## config.mk

```make
export PLATFORM = sky130hd
export DESIGN_NAME = gf256_inverse_seq_flat
export DESIGN_NICKNAME = d
export VERILOG_FILES = /design/src/rtl/gf256_inverse_seq_if.sv /design/src/rtl/gf256_inverse_seq.sv /design/src/flat_wrapper.sv
export SDC_FILE = /design/constraint.sdc
export NUM_CORES = 1
export LEC_CHECK = 0
export CAP_MARGIN = 20
export CORE_UTILIZATION = 40
export DETAILED_ROUTE_END_ITERATION = 8
export PLACE_DENSITY = 0.66
export SETUP_SLACK_MARGIN = 0.3
export SLEW_MARGIN = 0
export SYNTH_ARGS = -nofsm -noshare
export SYNTH_HDL_FRONTEND = slang
export SYNTH_SLANG_ARGS = --single-unit
```

## constraint.sdc

```tcl
create_clock -name clk -period 4.6 [get_ports clk]
set_input_delay 0.92 -clock clk [delete_from_list [all_inputs] [get_ports clk]]
set_output_delay 0.92 -clock clk [all_outputs]
set_load 0.02 [all_outputs]
```

## src/rtl/gf256_inverse_seq_if.sv

```systemverilog
// Handshake bundle for the sequential GF(2^8) inverter.
// The master drives operands and consumes results. The slave is the inverter.
interface gf256_inverse_seq_if;
  logic       in_valid;
  logic       in_ready;
  logic [7:0] in_data;
  logic       out_valid;
  logic       out_ready;
  logic [7:0] out_data;

  modport master (
    output in_valid,
    output in_data,
    output out_ready,
    input  in_ready,
    input  out_valid,
    input  out_data
  );

  modport slave (
    input  in_valid,
    input  in_data,
    input  out_ready,
    output in_ready,
    output out_valid,
    output out_data
  );
endinterface

```

## src/rtl/gf256_inverse_seq.sv

```systemverilog
// Sequential GF(2^8) multiplicative inverter: out = a^254 (0 maps to 0).
// The result is built by eight square-and-multiply iterations, one per clock.
// Define GF256_INV_SBOX_EN to apply the AES affine transform to the inverse
// when the result is loaded, which turns the block into the forward S-box.
// The affine transform is only meaningful with POLY = 8'h1B.
module gf256_inverse_seq #(
  parameter logic [7:0] POLY = 8'h1B
) (
  input logic                clk,
  input logic                rst,
  gf256_inverse_seq_if.slave bus
);

  typedef enum logic [1:0] {
    ST_IDLE = 2'd0,
    ST_BUSY = 2'd1,
    ST_DONE = 2'd2
  } state_t;

  state_t     state_q, state_d;
  logic [7:0] a_q, a_d;
  logic [7:0] r_q, r_d;
  logic [2:0] step_q, step_d;
  logic [7:0] out_data_q, out_data_d;
  logic       in_ready_q, in_ready_d;
  logic       out_valid_q, out_valid_d;

  logic [7:0] sq_s;
  logic [7:0] sqmul_s;
  logic [7:0] result_s;

  // Multiply by x, reduced modulo x^8 + POLY.
  function automatic logic [7:0] xtime(input logic [7:0] t);
    return {t[6:0], 1'b0} ^ (POLY & {8{t[7]}});
  endfunction

  // Bit-serial shift-and-add multiply, unrolled into combinational logic.
  function automatic logic [7:0] gf_mul(input logic [7:0] x, input logic [7:0] y);
    logic [7:0] p;
    logic [7:0] t;
    p = 8'h00;
    t = x;
    for (int i = 0; i < 8; i++) begin
      p = p ^ (t & {8{y[i]}});
      t = xtime(t);
    end
    return p;
  endfunction

`ifdef GF256_INV_SBOX_EN
  // AES forward affine transform applied to the field inverse.
  function automatic logic [7:0] affine(input logic [7:0] b);
    return b ^ {b[6:0], b[7]} ^ {b[5:0], b[7:6]} ^ {b[4:0], b[7:5]}
             ^ {b[3:0], b[7:4]} ^ 8'h63;
  endfunction
`endif

  // One square-and-multiply iteration on the accumulator.
  always_comb begin
    sq_s    = gf_mul(r_q, r_q);
    sqmul_s = gf_mul(sq_s, a_q);
`ifdef GF256_INV_SBOX_EN
    result_s = affine(sq_s);
`else
    result_s = sq_s;
`endif
  end

  // FSM state register.
  always_ff @(posedge clk) begin
    if (rst) begin
      state_q <= ST_IDLE;
    end else begin
      state_q <= state_d;
    end
  end

  // FSM next-state logic. The final step is the one with the counter at 7.
  always_comb begin
    state_d = state_q;
    case (state_q)
      ST_IDLE: begin
        if (bus.in_valid) begin
          state_d = ST_BUSY;
        end else begin
          state_d = ST_IDLE;
        end
      end
      ST_BUSY: begin
        if (step_q == 3'd7) begin
          state_d = ST_DONE;
        end else begin
          state_d = ST_BUSY;
        end
      end
      ST_DONE: begin
        if (bus.out_ready) begin
          state_d = ST_IDLE;
        end else begin
          state_d = ST_DONE;
        end
      end
      default: state_d = ST_IDLE;
    endcase
  end

  // FSM output and datapath next values. Handshake flags follow the next state so that they are registered.
  always_comb begin
    a_d         = a_q;
    r_d         = r_q;
    step_d      = step_q;
    out_data_d  = out_data_q;
    in_ready_d  = (state_d == ST_IDLE);
    out_valid_d = (state_d == ST_DONE);
    case (state_q)
      ST_IDLE: begin
        if (bus.in_valid) begin
          a_d    = bus.in_data;
          r_d    = 8'h01;
          step_d = 3'd0;
        end else begin
          a_d    = a_q;
        end
      end
      ST_BUSY: begin
        step_d = step_q + 3'd1;
        if (step_q == 3'd7) begin
          r_d        = sq_s;
          out_data_d = result_s;
        end else begin
          r_d        = sqmul_s;
        end
      end
      ST_DONE: begin
        step_d = step_q;
      end
      default: begin
        step_d = 3'd0;
      end
    endcase
  end

  // Datapath and output registers.
  always_ff @(posedge clk) begin
    if (rst) begin
      a_q         <= 8'h00;
      r_q         <= 8'h01;
      step_q      <= 3'd0;
      out_data_q  <= 8'h00;
      in_ready_q  <= 1'b1;
      out_valid_q <= 1'b0;
    end else begin
      a_q         <= a_d;
      r_q         <= r_d;
      step_q      <= step_d;
      out_data_q  <= out_data_d;
      in_ready_q  <= in_ready_d;
      out_valid_q <= out_valid_d;
    end
  end

  assign bus.in_ready  = in_ready_q;
  assign bus.out_valid = out_valid_q;
  assign bus.out_data  = out_data_q;

endmodule
```

## src/flat_wrapper.sv

```systemverilog
// flat-port wrapper written by rule: the top's interface ports become plain ports
module gf256_inverse_seq_flat 
#(
  parameter logic [7:0] POLY = 8'h1B
)
  (clk, rst, bus_in_valid, bus_in_data, bus_out_ready, bus_in_ready, bus_out_valid, bus_out_data);
  gf256_inverse_seq_if bus_i ();
  input logic clk;
  input logic rst;
  input wire logic [$bits(bus_i.in_valid)-1:0] bus_in_valid;
  input wire logic [$bits(bus_i.in_data)-1:0] bus_in_data;
  input wire logic [$bits(bus_i.out_ready)-1:0] bus_out_ready;
  output wire logic [$bits(bus_i.in_ready)-1:0] bus_in_ready;
  output wire logic [$bits(bus_i.out_valid)-1:0] bus_out_valid;
  output wire logic [$bits(bus_i.out_data)-1:0] bus_out_data;
  assign bus_i.in_valid = bus_in_valid;
  assign bus_i.in_data = bus_in_data;
  assign bus_i.out_ready = bus_out_ready;
  assign bus_in_ready = bus_i.in_ready;
  assign bus_out_valid = bus_i.out_valid;
  assign bus_out_data = bus_i.out_data;
  gf256_inverse_seq #(.POLY(POLY)) u_core (.clk(clk), .rst(rst), .bus(bus_i));
endmodule
```

# After elaboration in Yosys (flattened, before gate mapping)
# Cells that the tools add are included.
[word_totals]
ff_bits = 31
latch_bits = 0
mem_bits_rw = 0
rom_bits = 0
in_bits = 12
wordCells = 74
mem_count = 0
[op_classes]
n_addsub = 1
multipliers = 0
div_mod_pow = 0
magnitude_cmp = 0
n_eq_ne = 5
shift = 0
mux = 9
bitwise = 45
reduce_logical = 7
[ops]
columns = ["cell", "count"]
rows = [
  ["8-bit bitwise AND", 16],
  ["8-bit by 5-bit bitwise XOR with 8-bit output", 14],
  ["8-bit bitwise XOR", 14],
  ["8-bit two-way mux", 2],
  ["8-bit one-hot mux with 2 select lines", 1],
  ["3-bit one-hot mux with 3 select lines", 1],
  ["2-bit AND reduction", 4],
  ["2-bit one-hot mux with 3 select lines", 1],
  ["2-bit == test (second input constant)", 2],
  ["2-bit logical NOT", 2],
  ["2-bit two-way mux", 2],
  ["3-bit by 1-bit adder with 3-bit output (second input constant)", 1],
  ["3-bit == test (second input constant)", 1],
  ["3-bit two-way mux", 1],
  ["2-bit by 1-bit == test with 1-bit output (second input constant)", 1],
  ["2-bit != test (second input constant)", 1],
  ["2-bit nonzero test", 1],
  ["1-bit two-way mux", 1],
  ["1-bit inverter", 1],
]

# Logic depth before layout (Yosys ltp)
# Gate-level depths: netlist of the first run.
[logic_depth]
ltp_word = 20
ltp_mapped = 17
ltp_nobuf = 15

# Worst setup path after synthesis of the first run
# OpenSTA, ideal clock, no wires.
[synth_timing]
path_kind = "flip-flop to flip-flop"
start = "reg u_core.r_q[7]"
end = "reg u_core.r_q[4]"
setup_ns = 0.134
arrival_time_ns = 3.681
required_ns = 4.466
path_slack_ns = 0.785
stages_incl_launch_ff = 18
path_buffers = 2
synth_period_minus_slack_ns = 3.815
path_cell_list = "dfxtp_1 buf_2 inv_1 ha_1 buf_2 inv_1 ha_1 xor2_1 and4b_1 nor3_1 xnor3_1 xor2_1 xnor2_2 xor2_1 nand2_1 xnor2_1 xnor2_1 o22ai_1"
[synth_between]
elab_chain_cells = 20
word_cells_on_any_way = 46
classes_between = "mux: 2; bitwise: 44"
[synth_lines]
columns = ["item", "line", "text"]
rows = [
  ["from (decl)", "gf256_inverse_seq.sv:22", "logic [7:0] r_q, r_d;"],
  ["from (signal assigned)", "gf256_inverse_seq.sv:154", "r_q <= r_d;"],
  ["8-bit by 5-bit bitwise XOR with 8-bit output", "gf256_inverse_seq.sv:34", "return {t[6:0], 1'b0} ^ (POLY & {8{t[7]}});"],
  ["8-bit bitwise AND / 8-bit by 5-bit bitwise XOR with 8-bit output (equally long branches)", "gf256_inverse_seq.sv:44, gf256_inverse_seq.sv:34", ""],
  ["8-bit bitwise XOR, or another cell as far along (5 in a row)", "gf256_inverse_seq.sv:44", "p = p ^ (t & {8{y[i]}});"],
  ["8-bit bitwise XOR / 8-bit bitwise AND (equally long branches)", "gf256_inverse_seq.sv:44", ""],
  ["8-bit bitwise XOR (*)", "gf256_inverse_seq.sv:44", ""],
  ["8-bit by 5-bit bitwise XOR with 8-bit output", "gf256_inverse_seq.sv:34", ""],
  ["8-bit bitwise AND / 8-bit by 5-bit bitwise XOR with 8-bit output (equally long branches)", "gf256_inverse_seq.sv:44, gf256_inverse_seq.sv:34", ""],
  ["8-bit bitwise XOR, or another cell as far along (5 in a row)", "gf256_inverse_seq.sv:44", ""],
  ["8-bit bitwise XOR / 8-bit bitwise AND (equally long branches)", "gf256_inverse_seq.sv:44", ""],
  ["8-bit bitwise XOR", "gf256_inverse_seq.sv:44", ""],
  ["8-bit two-way mux (*)", "gf256_inverse_seq.sv:127", "if (step_q == 3'd7) begin"],
  ["8-bit one-hot mux with 2 select lines (*)", "gf256_inverse_seq.sv:115", "case (state_q)"],
]
# Mark *: on every way between the ends. The rest lies on a longest branch, timed or not.
# A chain may end at the register's enable or synchronous reset.

# Worst setup path after layout of the first run
[layout_timing]
start = "reg u_core.r_q[7]"
end = "reg u_core.r_q[7]"
[layout_between]
elab_chain_cells = 20
word_cells_on_any_way = 46
classes_between = "mux: 2; bitwise: 44"
[layout_lines]
columns = ["item", "line"]
rows = [
  ["8-bit by 5-bit bitwise XOR with 8-bit output", "gf256_inverse_seq.sv:34"],
  ["8-bit by 5-bit bitwise XOR with 8-bit output / 8-bit bitwise AND (equally long branches)", "gf256_inverse_seq.sv:34, gf256_inverse_seq.sv:44"],
  ["8-bit by 5-bit bitwise XOR with 8-bit output, or another cell as far along", "gf256_inverse_seq.sv:34"],
  ["8-bit bitwise AND, or another cell as far along", "gf256_inverse_seq.sv:44"],
  ["8-bit bitwise XOR, or another cell as far along (3 in a row)", "gf256_inverse_seq.sv:44"],
  ["8-bit bitwise XOR / 8-bit bitwise AND (equally long branches)", "gf256_inverse_seq.sv:44"],
  ["8-bit bitwise XOR (*)", "gf256_inverse_seq.sv:44"],
  ["8-bit by 5-bit bitwise XOR with 8-bit output", "gf256_inverse_seq.sv:34"],
  ["8-bit bitwise AND / 8-bit by 5-bit bitwise XOR with 8-bit output (equally long branches)", "gf256_inverse_seq.sv:44, gf256_inverse_seq.sv:34"],
  ["8-bit bitwise XOR, or another cell as far along (5 in a row)", "gf256_inverse_seq.sv:44"],
  ["8-bit bitwise XOR / 8-bit bitwise AND (equally long branches)", "gf256_inverse_seq.sv:44"],
  ["8-bit bitwise XOR", "gf256_inverse_seq.sv:44"],
  ["8-bit two-way mux (*)", "gf256_inverse_seq.sv:127"],
  ["8-bit one-hot mux with 2 select lines (*)", "gf256_inverse_seq.sv:115"],
]
# Marked as above.

==> results.json, run 1 <==
{
  "antenna_found_initial": 0,
  "numPortBuffers": 21,
  "crit_fanout": 13,
  "placementRows": 33,
  "fin_crit_sh": 0.887,
  "outcome": "completed",
  "fin_nets": 464,
  "rr_endpoint": "u_core.r_q[7]",
  "numCtsBuffers": 5,
  "synth_fp_nets": 446,
  "crit_chain": "ha_1 -> xnor2_1 -> ha_1 -> xnor2_1 -> nand2_1 -> xnor3_1 -> xnor3_2 -> buf_4 -> xnor2_1 -> a21oi_1 -> a22oi_1 -> xnor3_1 -> nand2_1 -> a31oi_1",
  "hp-start": "u_core.bus.out_data[7]",
  "slew_viol_final": 0,
  "dieArea_sq_mm": 0.00909,
  "h-tree-depth": 2,
  "drive_above_1_share": 0.100,
  "synth-simple-area-share": 0.190,
  "drv_cap": 0,
  "areaGrowthSynthToFinish_pct": 13.7,
  "crit_slowest_cell": "xnor3_2",
  "synth_ff_type": "dfxtp_1",
  "max_freq_mhz": 245,
  "fin_worst_skew_ps": 9.17,
  "synth_compound_area_frac": 0.0884,
  "cts_tree": "yes",
  "core_sq_mm": 0.00834,
  "vias": 2778,
  "cp-startpoint": "u_core.r_q[7]",
  "clockBufferDepth": 2,
  "die_y_um": 95.3,
  "setup_viol": 0,
  "synthXorXnorAreaFrac": 0.418,
  "path_delay_family": "XOR/XNOR gates",
  "min_to": "u_core.bus.out_data[7]",
  "grt_pass1_vias": 2672,
  "n_antenna_cell": 0,
  "synth_edf_count": 0,
  "ioPinCount": 22,
  "num-fill-cells": 835,
  "die_w_um": 95.3,
  "cp.required_ps": 4770,
  "mostFrequentLayoutCell": "nand2_1",
  "worst_hold_path_type": "register to register",
  "r2r_slack_ps": 520,
  "synth_fa_ha_area_frac": 0.0431,
  "netlist_area_sq_mm": 0.00348,
  "cp-end-kind": "register",
  "critPathArrivalTime_ps": 4240,
  "wl_per_cell_um": 15.3,
  "grt_pass1_wl_um": 13600,
  "syn_inst": 422,
  "first_pass_iters": 4,
  "syn_avg_cell_area_sq_um": 8.25,
  "cp_common_cell": "xnor2_1",
  "drc": 0,
  "ys_warn_count": 0,
  "whs_path_depth": 2,
  "grt-ovfl-total": 0,
  "yosys_register_bits": 31,
  "ctsHoldBuffers": 0,
  "synthMuxAreaShare": 0.0345,
  "cts_num_sinks": 31,
  "cts_root_buffer": "clkbuf_8",
  "seqCellArea_sq_um": 624,
  "seq_area_frac_synth": 0.178,
  "rsz0062_at_grt": "no",
  "synthArstFlopShare": 0,
  "drt_wl_total_um": 8350,
  "ys_types": 42,
  "finalHoldViolCount": 0,
  "clk_pin_slew_ps": 70,
  "via_per_inst": 5.10,
  "start_kind": "register",
  "cpPeakStageDelay_ps": 540,
  "setup.worst_path.class": "register to register",
  "reg2reg_depth": 14,
  "finalWeightedCongestion": 0.895,
  "multi_input_area_sq_mm": 0.00274,
  "min_period_ps": 4080,
  "cp.buffers_inverters": 1,
  "tns_ps": 0,
  "initial_core_util": 0.418,
  "r2r_start": "u_core.r_q[7]",
  "grt_max_degree": 32,
  "drt-initial-drc-count": 98,
  "final_cell_mix": "89 x nand2_1, 73 x xnor2_1, 40 x nor2_1",
  "synth_top_family_by_area": "XOR/XNOR gates",
  "dp_hpwl_um": 6260,
  "grt.total_usage": 0.196,
  "ant_nets": 0,
  "clk_latency_ps": 280,
  "relSlewSlack": 0.383,
  "tightest_slew_ps": 922
}
-- cells by family after synthesis --
group / Yosys count
simple gates: 157
fa+ha+maj: 12
compound gates: 52
mux: 12
buf+inv: 36
xor+xnor: 122
flops: 31
-- per-stage QoR --
step | hold WS (ps) | cell area [sq um] | std cells | utilization | worst slack (ps)
after floorplan | 470 | 3480 | 422 | - | 785
after global routing | 474 | 3960 | 545 | 0.475 | 336
after detailed placement | 447 | 3800 | 536 | 0.455 | 194
after CTS | 456 | 3890 | 543 | 0.467 | 364
final | 455 | 3960 | 545 | 0.475 | 522
after global placement | 443 | 3800 | 536 | 0.455 | 329
-- worst reg2reg max path: cells and delay by family (launching register included) --
family	cells	cell delay, ps
AOI/OAI and AO/OA	3	490
buffers and inverters	1	230
and+or+nand+nor	2	170
adders and majority gates	2	670
DFF	1	400
xor gates and xnor gates	6	2000
-- routing by layer --
layer	part of all wire	track usage	up-vias	routed length [um]
li1	-	-	1406	-
met1	0.48	0.273	1310	4040
met2	0.46	0.314	54	3820
met3	0.047	0.0383	8	396
met4	0.011	0.0404	0	91
met5	0	0	-	0
-- Yosys cell counts (3+ instances only) --
library cell / number / area share
xor2_1: 20 / 0.050
a22oi_1: 7 / 0.015
dfxtp_1: 31 / 0.18
inv_1: 12 / 0.013
xnor3_2: 3 / 0.020
ha_1: 12 / 0.043
nor3_1: 3 / 0.0043
xnor2_2: 5 / 0.023
xnor2_1: 73 / 0.18
clkbuf_1: 8 / 0.0086
nand2b_1: 8 / 0.014
buf_4: 3 / 0.0065
nand2_1: 89 / 0.096
a21oi_1: 23 / 0.033
nor2_1: 40 / 0.043
mux2i_1: 12 / 0.034
buf_2: 10 / 0.014
o22ai_1: 5 / 0.0090
xnor3_1: 16 / 0.10
nor2b_1: 9 / 0.016
o21ai_0: 6 / 0.0086
-- layout make-up --
cell class	instances	share of cell area
Tap cell	105	0.0332
Clock inverter	1	0.00126
Clock buffer	6	0.0208
Multi-Input combinational cell	355	0.691
Sequential cell	31	0.158
Timing Repair Buffer	35	0.0846
Inverter	12	0.0114
-- timing repair --
item,in CTS,in global routing
pin swaps,0,4
gates resized for setup,2,9
setup buffers,0,1
setup endpoints to repair,5,6
-- state kept, by name, summed over array words and instances (netlist names) --
register              flops
u_core.bus.out_data       8
u_core.state_q            2
u_core.step_q             3
u_core.r_q                8
u_core.a_q                8
u_core.bus.in_ready       1
u_core.bus.out_valid      1
-- worst max path at each step --
stage | slack, ps | to | depth (start not counted)
after floorplan | 790 | u_core.r_q[4] | 17
after global routing | 340 | u_core.r_q[7] | 14
after detailed placement | 190 | u_core.r_q[4] | 15
final | 520 | u_core.r_q[7] | 14
after global placement | 330 | u_core.r_q[6] | 13
after CTS | 360 | u_core.r_q[6] | 13
Power of run 1 is not shown: default switching activity piles up to over one toggle a cycle in this logic, so the estimate is an artifact.
==> run 2: changes to the inputs <==
- CTS_BUF_LIST: unset -> sky130_fd_sc_hd__clkbuf_4 sky130_fd_sc_hd__clkbuf_8
==> results of run 2 <==
The final DEF is identical to that of run 1; final timing and power are the same.
Power of run 2 is left out for the same reason.
==> run 3: changes to the inputs <==
- CELL_PAD_IN_SITES_DETAIL_PLACEMENT: unset -> 0
- CELL_PAD_IN_SITES_GLOBAL_PLACEMENT: unset -> 1
- CTS_CLUSTER_DIAMETER: unset -> 100
- PLACE_DENSITY: 0.66 -> 0.8
- SKIP_CTS_REPAIR_TIMING: unset -> 1
==> run 3 against run 2 <==
Effect of this change:
- sequential cell count unchanged
- clock skew is 2.6 ps lower
- sequential share of layout area shrank 0.19 points
- via count rose by 1.1%
- first-iteration DRC count increased by 79%
- global-route usage increased by 0.85 points
- setup slack improved by 44 ps
- worst hold slack about the same
- final area increased by 0.82%
==> results.json, run 3 (synthesis results as in run 1) <==
{
  "fin_worst_skew_ps": 6.58,
  "areaGrowthSynthToFinish_pct": 14.7,
  "grt-ovfl-total": 0,
  "ioPinCount": 22,
  "setup.worst_path.class": "register to register",
  "clk_pin_slew_ps": 70,
  "drv_cap": 0,
  "initial_core_util": 0.418,
  "top_layer": "met4",
  "first_pass_iters": 4,
  "numPortBuffers": 21,
  "wl_per_cell_um": 15.8,
  "critPathArrivalTime_ps": 4240,
  "dp_hpwl_um": 6470,
  "tightest_slew_ps": 948,
  "die_y_um": 95.3,
  "cp.required_ps": 4800,
  "met3_length_um": 306,
  "crit_slowest_cell": "xnor3_2",
  "placed_cells": 539,
  "relSlewSlack": 0.365,
  "drt_wl_total_um": 8650,
  "via_per_inst": 5.12,
  "die_w_um": 95.3,
  "drt-met1-wl_um": 4040,
  "drc": 0,
  "cts_num_sinks": 31,
  "tns_ps": 0,
  "numCtsBuffers": 5,
  "rsz0062_at_grt": "no",
  "drive_above_1_share": 0.104,
  "slew_viol_final": 0,
  "clk_latency_ps": 290,
  "placementRows": 33,
  "grt_pass1_wl_um": 13900,
  "place_area_sq_mm": 0.00382,
  "dieArea_sq_mm": 0.00909,
  "h-tree-depth": 2,
  "fin_crit_sh": 0.877,
  "finalWeightedCongestion": 0.904,
  "grt.total_usage": 0.205,
  "cpPeakStageDelay_ps": 570,
  "n_antenna_cell": 0,
  "finalHoldViolCount": 0,
  "crit_fanout": 9,
  "min_period_ps": 4030,
  "core_sq_mm": 0.00834,
  "start_kind": "register",
  "worst_hold_path_type": "register to register",
  "cts_root_buffer": "clkbuf_8",
  "ant_nets": 0,
  "antenna_found_initial": 0,
  "grt_pass1_vias": 2714,
  "grt_max_degree": 32,
  "clockBufferDepth": 2,
  "cts_tree": "yes",
  "route.met2.wl_um": 4270,
  "drt-initial-drc-count": 175,
  "max_freq_mhz": 248,
  "num-fill-cells": 827,
  "fin_nets": 467,
  "vias": 2809,
  "final_cell_mix": "89 x nand2_1, 72 x xnor2_1, 40 x nor2_1",
  "cp-end-kind": "register",
  "outcome": "completed",
  "crit_chain": "inv_1 -> ha_2 -> inv_1 -> ha_1 -> nand2_1 -> xor2_1 -> xnor2_1 -> xor3_1 -> xnor3_2 -> nand2_1 -> xnor3_1 -> xnor2_1 -> xnor2_1 -> nand2_1 -> a311oi_1",
  "finalNonFillerCells": 549,
  "design_area_sq_mm": 0.00399,
  "mostFrequentLayoutCell": "nand2_1",
  "setup_viol": 0
}
run 3: worst max-delay path, delay by kind of cell, from the launching register on:
kind | cells | cell delay [ps]
buffers and inverters | 2 | 210
AO/OA/AOI/OAI | 1 | 210
AND/OR/NAND/NOR | 3 | 260
flip-flops | 1 | 440
adder cells (fa/ha/maj) | 2 | 820
XOR/XNOR | 7 | 2030
run 3: final timing paths:
path                                from                endpoint  slack [ps]  cells past startpoint
hold / removal    u_core.bus.out_data[3]  u_core.bus.out_data[3]         450                      2
setup / recovery           u_core.r_q[7]           u_core.r_q[6]         570                     15
hold reg to reg   u_core.bus.out_data[3]  u_core.bus.out_data[3]         450                      2
setup reg to reg           u_core.r_q[7]           u_core.r_q[6]         570                     15
run 3: layout make-up:
cell class	instances	area, sq um	share of cell area
tap	105	131	0.0329
timing repair buffer	38	338	0.0846
clock buffer	6	82.6	0.0207
clock inverter	2	35.0	0.00877
multi-input combinational	355	2740	0.686
sequential	31	622	0.156
inverter	12	45.0	0.0113
run 3: stage by stage:
step,utilization,setup slack [ps],hold WS (ps)
finish,0.479,565,455
global route,0.479,360,478
CTS,0.472,176,459
detailed placement,0.458,180,449
global placement,0.458,125,443
floorplan,-,785,470
run 3: metal layers:
layer  vias up  GRT usage
met2        45      0.351
li1       1408          -
met3         5     0.0287
met5         -          0
met4         0     0.0341
met1      1351      0.275
Power of run 3 is left out for the same reason.
